===== config.mk =====
export PLATFORM = sky130hd
export DESIGN_NAME = gcm_plaintext_release_buffer
export DESIGN_NICKNAME = d
export VERILOG_FILES = /design/src/rtl/gcm_plaintext_release_buffer.sv
export SDC_FILE = /design/constraint.sdc
export NUM_CORES = 2
export LEC_CHECK = 0
export CAP_MARGIN = 20
export CORE_AREA = 2 2 541 650
export DETAILED_ROUTE_END_ITERATION = 16
export DIE_AREA = 0 0 543 652
export PLACE_DENSITY = 0.63
export SETUP_SLACK_MARGIN = 0.15
export SYNTH_ARGS = -nofsm -noshare
export SYNTH_HDL_FRONTEND = slang
export SYNTH_SLANG_ARGS = --single-unit

===== constraint.sdc =====
create_clock -name i_clock -period 33.4 [get_ports i_clock]
set_clock_uncertainty 0.1 [all_clocks]
set_input_delay 6.68 -clock i_clock [delete_from_list [all_inputs] [get_ports i_clock]]
set_output_delay 6.68 -clock i_clock [all_outputs]
set_load 0.1 [all_outputs]

===== src/rtl/gcm_plaintext_release_buffer.sv =====
// Holds one decrypted GCM message until its tag verdict arrives, then releases it
// to the consumer on a passing verdict or discards it on a failing verdict or timeout.
module gcm_plaintext_release_buffer #(
  parameter int NB_BLOCK    = 128,
  parameter int N_BLOCKS    = 2,
  parameter int NB_DATA     = N_BLOCKS * NB_BLOCK,
  parameter int DEPTH       = 16,
  parameter int TAG_TIMEOUT = 64
) (
  input  logic               i_clock,
  input  logic               i_reset,
  input  logic [NB_DATA-1:0] i_data,
  input  logic               i_valid,
  input  logic               i_sop,
  input  logic               i_eop,
  input  logic               i_tag_valid,
  input  logic               i_tag_fail,
  input  logic               i_ready,
  output logic [NB_DATA-1:0] o_data,
  output logic               o_valid,
  output logic               o_sop,
  output logic               o_eop,
  output logic               o_drop,
  output logic               o_overflow,
  output logic               o_lost,
  output logic               o_timeout,
  output logic               o_busy
);

  localparam int W_CNT = $clog2(DEPTH + 1);
  localparam int W_PTR = $clog2(DEPTH);
  localparam int W_TMR = $clog2(TAG_TIMEOUT);

  localparam logic [W_CNT-1:0] CNT_ZERO   = W_CNT'(0);
  localparam logic [W_CNT-1:0] CNT_ONE    = W_CNT'(1);
  localparam logic [W_CNT-1:0] CNT_DEPTH  = W_CNT'(DEPTH);
  localparam logic [W_PTR-1:0] PTR_ZERO   = W_PTR'(0);
  localparam logic [W_PTR-1:0] PTR_ONE    = W_PTR'(1);
  localparam logic [W_TMR-1:0] TMR_ZERO   = W_TMR'(0);
  localparam logic [W_TMR-1:0] TMR_ONE    = W_TMR'(1);
  localparam logic [W_TMR-1:0] TMR_LAST   = W_TMR'(TAG_TIMEOUT - 1);

  typedef enum logic [2:0] {
    ST_IDLE     = 3'd0,
    ST_COLLECT  = 3'd1,
    ST_WAIT_TAG = 3'd2,
    ST_RELEASE  = 3'd3,
    ST_DISCARD  = 3'd4
  } state_t;

  state_t               state_q;
  logic [W_CNT-1:0]     wr_cnt_q;
  logic [W_PTR-1:0]     rd_ptr_q;
  logic [W_TMR-1:0]     timer_q;
  logic                 bad_q;
  logic [NB_DATA-1:0]   mem_q [DEPTH];

  logic [NB_DATA-1:0]   o_data_q;
  logic                 o_valid_q;
  logic                 o_sop_q;
  logic                 o_eop_q;
  logic                 o_drop_q;
  logic                 o_overflow_q;
  logic                 o_lost_q;
  logic                 o_timeout_q;
  logic                 o_busy_q;

  logic [W_PTR-1:0]     rd_ptr_d;
  logic                 last_d;

  // Look-ahead on the read pointer so the next word is loaded into the output register on a transfer.
  always_comb begin
    rd_ptr_d = rd_ptr_q + PTR_ONE;
    last_d   = (W_CNT'(rd_ptr_d) == (wr_cnt_q - CNT_ONE));
  end

  // Message state machine, storage writes and registered outputs.
  always_ff @(posedge i_clock) begin
    if (i_reset) begin
      state_q      <= ST_IDLE;
      wr_cnt_q     <= CNT_ZERO;
      rd_ptr_q     <= PTR_ZERO;
      timer_q      <= TMR_ZERO;
      bad_q        <= 1'b0;
      o_data_q     <= {NB_DATA{1'b0}};
      o_valid_q    <= 1'b0;
      o_sop_q      <= 1'b0;
      o_eop_q      <= 1'b0;
      o_drop_q     <= 1'b0;
      o_overflow_q <= 1'b0;
      o_lost_q     <= 1'b0;
      o_timeout_q  <= 1'b0;
      o_busy_q     <= 1'b0;
    end else begin
      o_drop_q     <= 1'b0;
      o_overflow_q <= 1'b0;
      o_lost_q     <= 1'b0;
      o_timeout_q  <= 1'b0;
      case (state_q)
        ST_IDLE: begin
          if (i_valid && i_sop) begin
            mem_q[0] <= i_data;
            wr_cnt_q <= CNT_ONE;
            bad_q    <= 1'b0;
            timer_q  <= TMR_ZERO;
            o_busy_q <= i_eop;
            state_q  <= i_eop ? ST_WAIT_TAG : ST_COLLECT;
          end else if (i_valid) begin
            o_lost_q <= 1'b1;
          end else begin
            state_q  <= ST_IDLE;
          end
        end
        ST_COLLECT: begin
          if (i_valid && i_sop) begin
            // A fresh sop abandons the partial message and restarts at slot 0.
            o_drop_q <= 1'b1;
            mem_q[0] <= i_data;
            wr_cnt_q <= CNT_ONE;
            bad_q    <= 1'b0;
            timer_q  <= TMR_ZERO;
            o_busy_q <= i_eop;
            state_q  <= i_eop ? ST_WAIT_TAG : ST_COLLECT;
          end else if (i_valid) begin
            if (wr_cnt_q == CNT_DEPTH) begin
              o_overflow_q <= ~bad_q;
              bad_q        <= 1'b1;
            end else begin
              mem_q[wr_cnt_q[W_PTR-1:0]] <= i_data;
              wr_cnt_q                   <= wr_cnt_q + CNT_ONE;
            end
            if (i_eop) begin
              timer_q  <= TMR_ZERO;
              o_busy_q <= 1'b1;
              state_q  <= ST_WAIT_TAG;
            end else begin
              state_q  <= ST_COLLECT;
            end
          end else begin
            state_q <= ST_COLLECT;
          end
        end
        ST_WAIT_TAG: begin
          o_lost_q <= i_valid;
          if (i_tag_valid) begin
            if (i_tag_fail || bad_q) begin
              o_drop_q <= 1'b1;
              state_q  <= ST_DISCARD;
            end else begin
              rd_ptr_q  <= PTR_ZERO;
              o_data_q  <= mem_q[0];
              o_valid_q <= 1'b1;
              o_sop_q   <= 1'b1;
              o_eop_q   <= (wr_cnt_q == CNT_ONE);
              state_q   <= ST_RELEASE;
            end
          end else if (timer_q == TMR_LAST) begin
            o_timeout_q <= 1'b1;
            o_drop_q    <= 1'b1;
            state_q     <= ST_DISCARD;
          end else begin
            timer_q <= timer_q + TMR_ONE;
          end
        end
        ST_RELEASE: begin
          o_lost_q <= i_valid;
          if (o_valid_q && i_ready) begin
            if (o_eop_q) begin
              wr_cnt_q  <= CNT_ZERO;
              rd_ptr_q  <= PTR_ZERO;
              timer_q   <= TMR_ZERO;
              bad_q     <= 1'b0;
              o_data_q  <= {NB_DATA{1'b0}};
              o_valid_q <= 1'b0;
              o_sop_q   <= 1'b0;
              o_eop_q   <= 1'b0;
              o_busy_q  <= 1'b0;
              state_q   <= ST_IDLE;
            end else begin
              rd_ptr_q <= rd_ptr_d;
              o_data_q <= mem_q[rd_ptr_d];
              o_sop_q  <= 1'b0;
              o_eop_q  <= last_d;
            end
          end else begin
            state_q <= ST_RELEASE;
          end
        end
        ST_DISCARD: begin
          o_lost_q <= i_valid;
          wr_cnt_q <= CNT_ZERO;
          rd_ptr_q <= PTR_ZERO;
          timer_q  <= TMR_ZERO;
          bad_q    <= 1'b0;
          o_busy_q <= 1'b0;
          state_q  <= ST_IDLE;
        end
        default: begin
          o_busy_q <= 1'b0;
          state_q  <= ST_IDLE;
        end
      endcase
    end
  end

  assign o_data     = o_data_q;
  assign o_valid    = o_valid_q;
  assign o_sop      = o_sop_q;
  assign o_eop      = o_eop_q;
  assign o_drop     = o_drop_q;
  assign o_overflow = o_overflow_q;
  assign o_lost     = o_lost_q;
  assign o_timeout  = o_timeout_q;
  assign o_busy     = o_busy_q;

endmodule


# Word level (Yosys, flattened, before mapping)
# Memory sizes are Yosys's and may differ from the RTL's.
# Cells that the tools add are included.
word_totals:
  reg_bits: 283
  latchBits: 0
  ram_bits: 4096
  rom_bits: 0
  in_bits: 264
  n_memories: 1
mem_list:
  columns: ["memory", "depth", "width", "rd", "rd_clocked_by_memory_dff", "wr", "line_no", "source"]
  rows:
  - ["mem_q", 16, 256, 2, 0, 1, "56", "logic [NB_DATA-1:0] mem_q [DEPTH];"]
op_classes:
  addsub: 4
  mul: 0
  div: 0
  n_lt_le_gt_ge: 0
  eq_ne: 22
  shifts: 0
  muxes: 83
  bitwise_logic: 6
  reduce_logical: 20
op_table:
  columns: ["op", "n"]
  rows:
  - ["2-to-1 mux 256 bit", 6]
  - ["one-hot mux 256 bit (2 select lines)", 1]
  - ["OR reduction 256 bit", 1]
  - ["2-to-1 mux 6 bit", 8]
  - ["2-to-1 mux 1 bit", 36]
  - ["2-to-1 mux 5 bit", 6]
  - ["one-hot mux 6 bit (5 select lines)", 1]
  - ["2-to-1 mux 3 bit", 9]
  - ["!= test 3 bit (second input constant)", 7]
  - ["2-to-1 mux 4 bit", 5]
  - ["one-hot mux 5 bit (4 select lines)", 1]
  - ["AND reduction 6 bit", 3]
  - ["!= test 2 bit (second input constant)", 7]
  - ["one-hot mux 3 bit (4 select lines)", 1]
  - ["one-hot mux 4 bit (3 select lines)", 1]
  - ["one-hot mux 1 bit (2 select lines)", 5]
  - ["one-hot mux 1 bit (4 select lines)", 2]
  - ["AND reduction 4 bit", 2]
  - ["AND reduction 8 bit", 1]
  - ["adder 6 x 1 -> 6 bit (second input constant)", 1]
  - ["equality test 3 x 2 -> 1 bit (second input constant)", 2]
  - ["equality test 6 bit (second input constant)", 1]
  - ["OR reduction 3 bit", 2]
  - ["adder 5 x 1 -> 5 bit (second input constant)", 1]
  - ["20 further kinds", 25]

# Logic depth before layout (Yosys ltp)
logic_depth:
  depth_word: 9
  ltp_mapped: 9

# Least setup slack after synthesis
# Ideal clock, no wire load.
synth_timing:
  path_type: "input to register"
  start: "input i_reset"
  end: "memory mem_q[9][0] in the netlist's numbering, enable pin"
  arrival_ps: 26132
  t_required_ps: 32061
  path_slack_ps: 5929
  stages: 6
  path_buffers: 1
  cell_sequence: "clkbuf_1 > nor2b_1 > nand4b_1 > nor2b_1 > nand3_1 > nor3b_1"
synth_via:
  elab_chain_len: 4
  elab_cells_between_ends: 10
  classes_between: "mux (8); bitwise (1); reduce/logical (1)"
synth_lines:
  columns: ["element", "line_no", "source"]
  rows:
  - ["start, declared", "11", "input logic i_reset,"]
  - ["2-to-1 mux 1 bit", "79", "if (i_reset) begin"]
  - ["2-to-1 mux 1 bit (on tied branches)", "129, 102, 118", null]
  - ["OR reduction 256 bit (no source line) or OR 1 bit (tied branches)", null, null]
  - ["2-to-1 mux 4 bit (no source line) or 2-to-1 mux 1 bit (tied branches)", null, null]
  - ["end, declared", "56", null]
# Several ways; a longest one is shown, not always the timed one.

# Worst setup path in the final report
layout_timing:
  start: "input i_valid"
  end: "memory mem_q[8][215] in the netlist's numbering, enable pin"
layout_via:
  elab_chain_len: 7
  elab_cells_between_ends: 17
  classes_between: "mux (14); bitwise (1); reduce/logical (2)"
layout_lines:
  columns: ["element", "line_no", "source"]
  rows:
  - ["start, declared", "13", "input logic i_valid,"]
  - ["2-to-1 mux 1 bit or logical AND 1 bit (tied branches)", "124, 101, 115", null]
  - ["2-to-1 mux 1 bit (on tied branches)", "115, 101", null]
  - ["2-to-1 mux 1 bit", "99", "case (state_q)"]
  - ["2-to-1 mux 1 bit", "79", null]
  - ["2-to-1 mux 1 bit (on tied branches)", "129, 102, 118", null]
  - ["OR reduction 256 bit (no source line) or OR 1 bit (tied branches)", null, null]
  - ["2-to-1 mux 4 bit (no source line) or 2-to-1 mux 1 bit (tied branches)", null, null]
# Several ways; a longest one is shown, not always the timed one.

==> results.cfg <==
[cells_and_area]
nFillCells = 25750
drive_gt1_frac = 0.2802
seqCellArea_um2 = 128700
fin_cells = 13030
multi_input_area_um2 = 35490
area_growth_pct = 14.74
nNetsFinal = 8254

[global_routing]
grt_use_total = 0.2214
grt_max_degree = 157
grt_overflow = 0
antenna_found_initial = 71
grt_pass1_wl_mm = 572.3
grt_pass1_vias = 81130

[timing]
period_share = 0.3375
hold_viol_final = 0
rsz0062_at_grt = no
worst_pin_slew_ns = 1.375
setup-violations-final = 0
relSlewSlack = 0.08345
slew_viol_final = 0
totalNegativeSetupSlack_ns = 0
fin_crit_ns = 11.27
fmax_mhz = 88.71

[routing]
drt_first_pass_iters = 10
vias_per_cell = 6.051
drt_iter0_drc = 9142
route.detailed.drc = 0
num_vias = 78830
wire_per_inst_um = 30.34
ant_nets = 0
drt-total-wl_mm = 395.2

[synth]
ys.flop_type = edfxtp_1
yosysMostFrequentCell = edfxtp_1
synth.distinct_cells = 49
mappedNetlistArea_um2 = 166200
yosys.area.top_type = edfxtp_1
synth_area_leaders = edfxtp_1 74%, mux4_2 14%, mux2_2 3.5%
synthCells = 7329
ys_seq_area_frac = 0.7743
synthesis.nets = 7599
ys_ff_latch = 4379
async_flop_share = 0
syn_avg_cell_area_um2 = 22.67
synth_edf_count = 4096
yosysWarnings = 0
synth_top_area_frac = 0.7402
synthTopCellsByCount = 4096 x edfxtp_1, 1024 x mux4_2, 511 x mux2_2

[cts]
htreeDepth = 5
cts_tree = built
cts_hold_buf = 0
postCtsSetupBuffers = 0
cts.repair.resized = 0
path_clk_slew_ns = 0.06
cts_root_buf = clkbuf_16
insertion_delay_ns = 1.00
cts_buffer_depth = 4
cts_buffers = 426
cts_sinks = 4379

[pwr]
p_per_area_nw_per_um2 = 57.89
power_leakage_nw = 56.70
irDropWorstVdd_v = 0.00004635

[worst_setup_path]
critPathRequiredTime_ns = 33.86
crit_path_start_kind = primary input
crit_type = in -> reg
crit_fanout = 46
critPathArrivalTime_ns = 11.73
worst_setup_path_end_kind = register

[place]
hpwl_mm = 221.6
portBuffers = 527
globalplace.congestion = 0.7575
dp_cells = 12210

[die]
ios = 528
rows = 237
core_area_um2 = 347200
die_y_um = 652
start_util = 0.4785
die_area_um2 = 354000
die_w_um = 543

[job]
cap_violations = 0

[outcome]
status = completed

[min_path]
hold_path.class = reg -> reg
## layout make-up
cell class,instances,area share
Antenna cell,24,0.0003150
Clock buffer,553,0.06016
Clock inverter,234,0.01202
Inverter,4,0.0001181
Multi-Input combinational cell,2482,0.1862
Sequential cell,4379,0.6749
Tap cell,4660,0.03058
Timing Repair Buffer,691,0.03572
## cells in the final DEF, fill, tap and decap left out, drive strengths merged, types with 3 or more instances in the layout
master / n
a211oi: 256
a21oi: 22
a222oi: 255
a31oi: 4
buf: 164
bufinv: 30
clkbuf: 554
clkdlybuf4s50: 526
clkinv: 168
clkinvlp: 14
dfxtp: 283
diode: 24
edfxtp: 4096
ha: 6
inv: 26
mux2: 511
mux2i: 6
mux4: 1024
nand2: 22
nand2b: 4
nand3: 11
nor2: 282
nor2b: 6
nor3: 8
nor4: 5
o21ai: 14
or3: 6
or4: 3
xnor2: 4
xor2: 5
## per-stage QoR
stage	hold WS, ns	instance area, um2	total power (W)	utilization	setup WS, ns
floorplan	0.3461	166200	0.006262	-	5.929
finish	0.3650	190600	0.01104	0.5490	22.13
global placement	0.3510	176800	0.006420	0.5091	20.70
CTS	0.3665	190500	0.01113	0.5487	21.60
global route	0.4049	190600	0.01135	0.5489	21.98
detailed placement	0.3576	176800	0.006430	0.5091	20.58
## cell families after synthesis
group | share of synthesized area
flip-flops | 0.7743
multiplexers | 0.1738
buffers and inverters | 0.01296
AND/OR/NAND/NOR | 0.009029
AO/OA/AOI/OAI | 0.02891
adder cells (fa/ha/maj) | 0.0004518
XOR/XNOR | 0.0005196
## layer usage
layer	track usage	vias to the layer above	routed length, um
met5	0	-	391
met4	0.04843	60	8274
met3	0.04122	552	29260
met2	0.3704	3071	199300
met1	0.3040	42280	158000
li1	-	32860	-
## final timing paths
check,slack [ns],startpoint,endpoint,depth (start not counted)
min reg2reg,0.36,o_busy,o_busy,2
max,22.13,i_valid,mem_q[8][215],10
max reg2reg,26.55,rd_ptr_q[0],o_data[139],9
min,0.36,o_busy,o_busy,2
## worst max-delay path, stage by stage
cell	delay [ns]
clkdlybuf4s50_1	0.57
nor2b_1	0.20
nand4b_1	0.38
or3b_2	0.69
nor3_2	0.21
buf_6	0.21
buf_4	0.60
buf_4	0.73
buf_4	0.68
buf_4	0.59
## where the power goes
part / internal, W / switching, W / total, W
combinational: 0.0000707 / 0.000211 / 0.000282
sequential: 0.00602 / 0.0000123 / 0.00603
clock: 0.00267 / 0.00206 / 0.00472
## state kept, by name, indices dropped and copies added, names as in the netlist
register    cells
mem_q        4096
o_data        256
timer_q         6
wr_cnt_q        5
rd_ptr_q        4
state_q         3
bad_q           1
o_busy          1
o_drop          1
o_eop           1
o_lost          1
o_overflow      1
o_sop           1
o_timeout       1
o_valid         1
No activity file was read; power rests on OpenSTA's default activity.
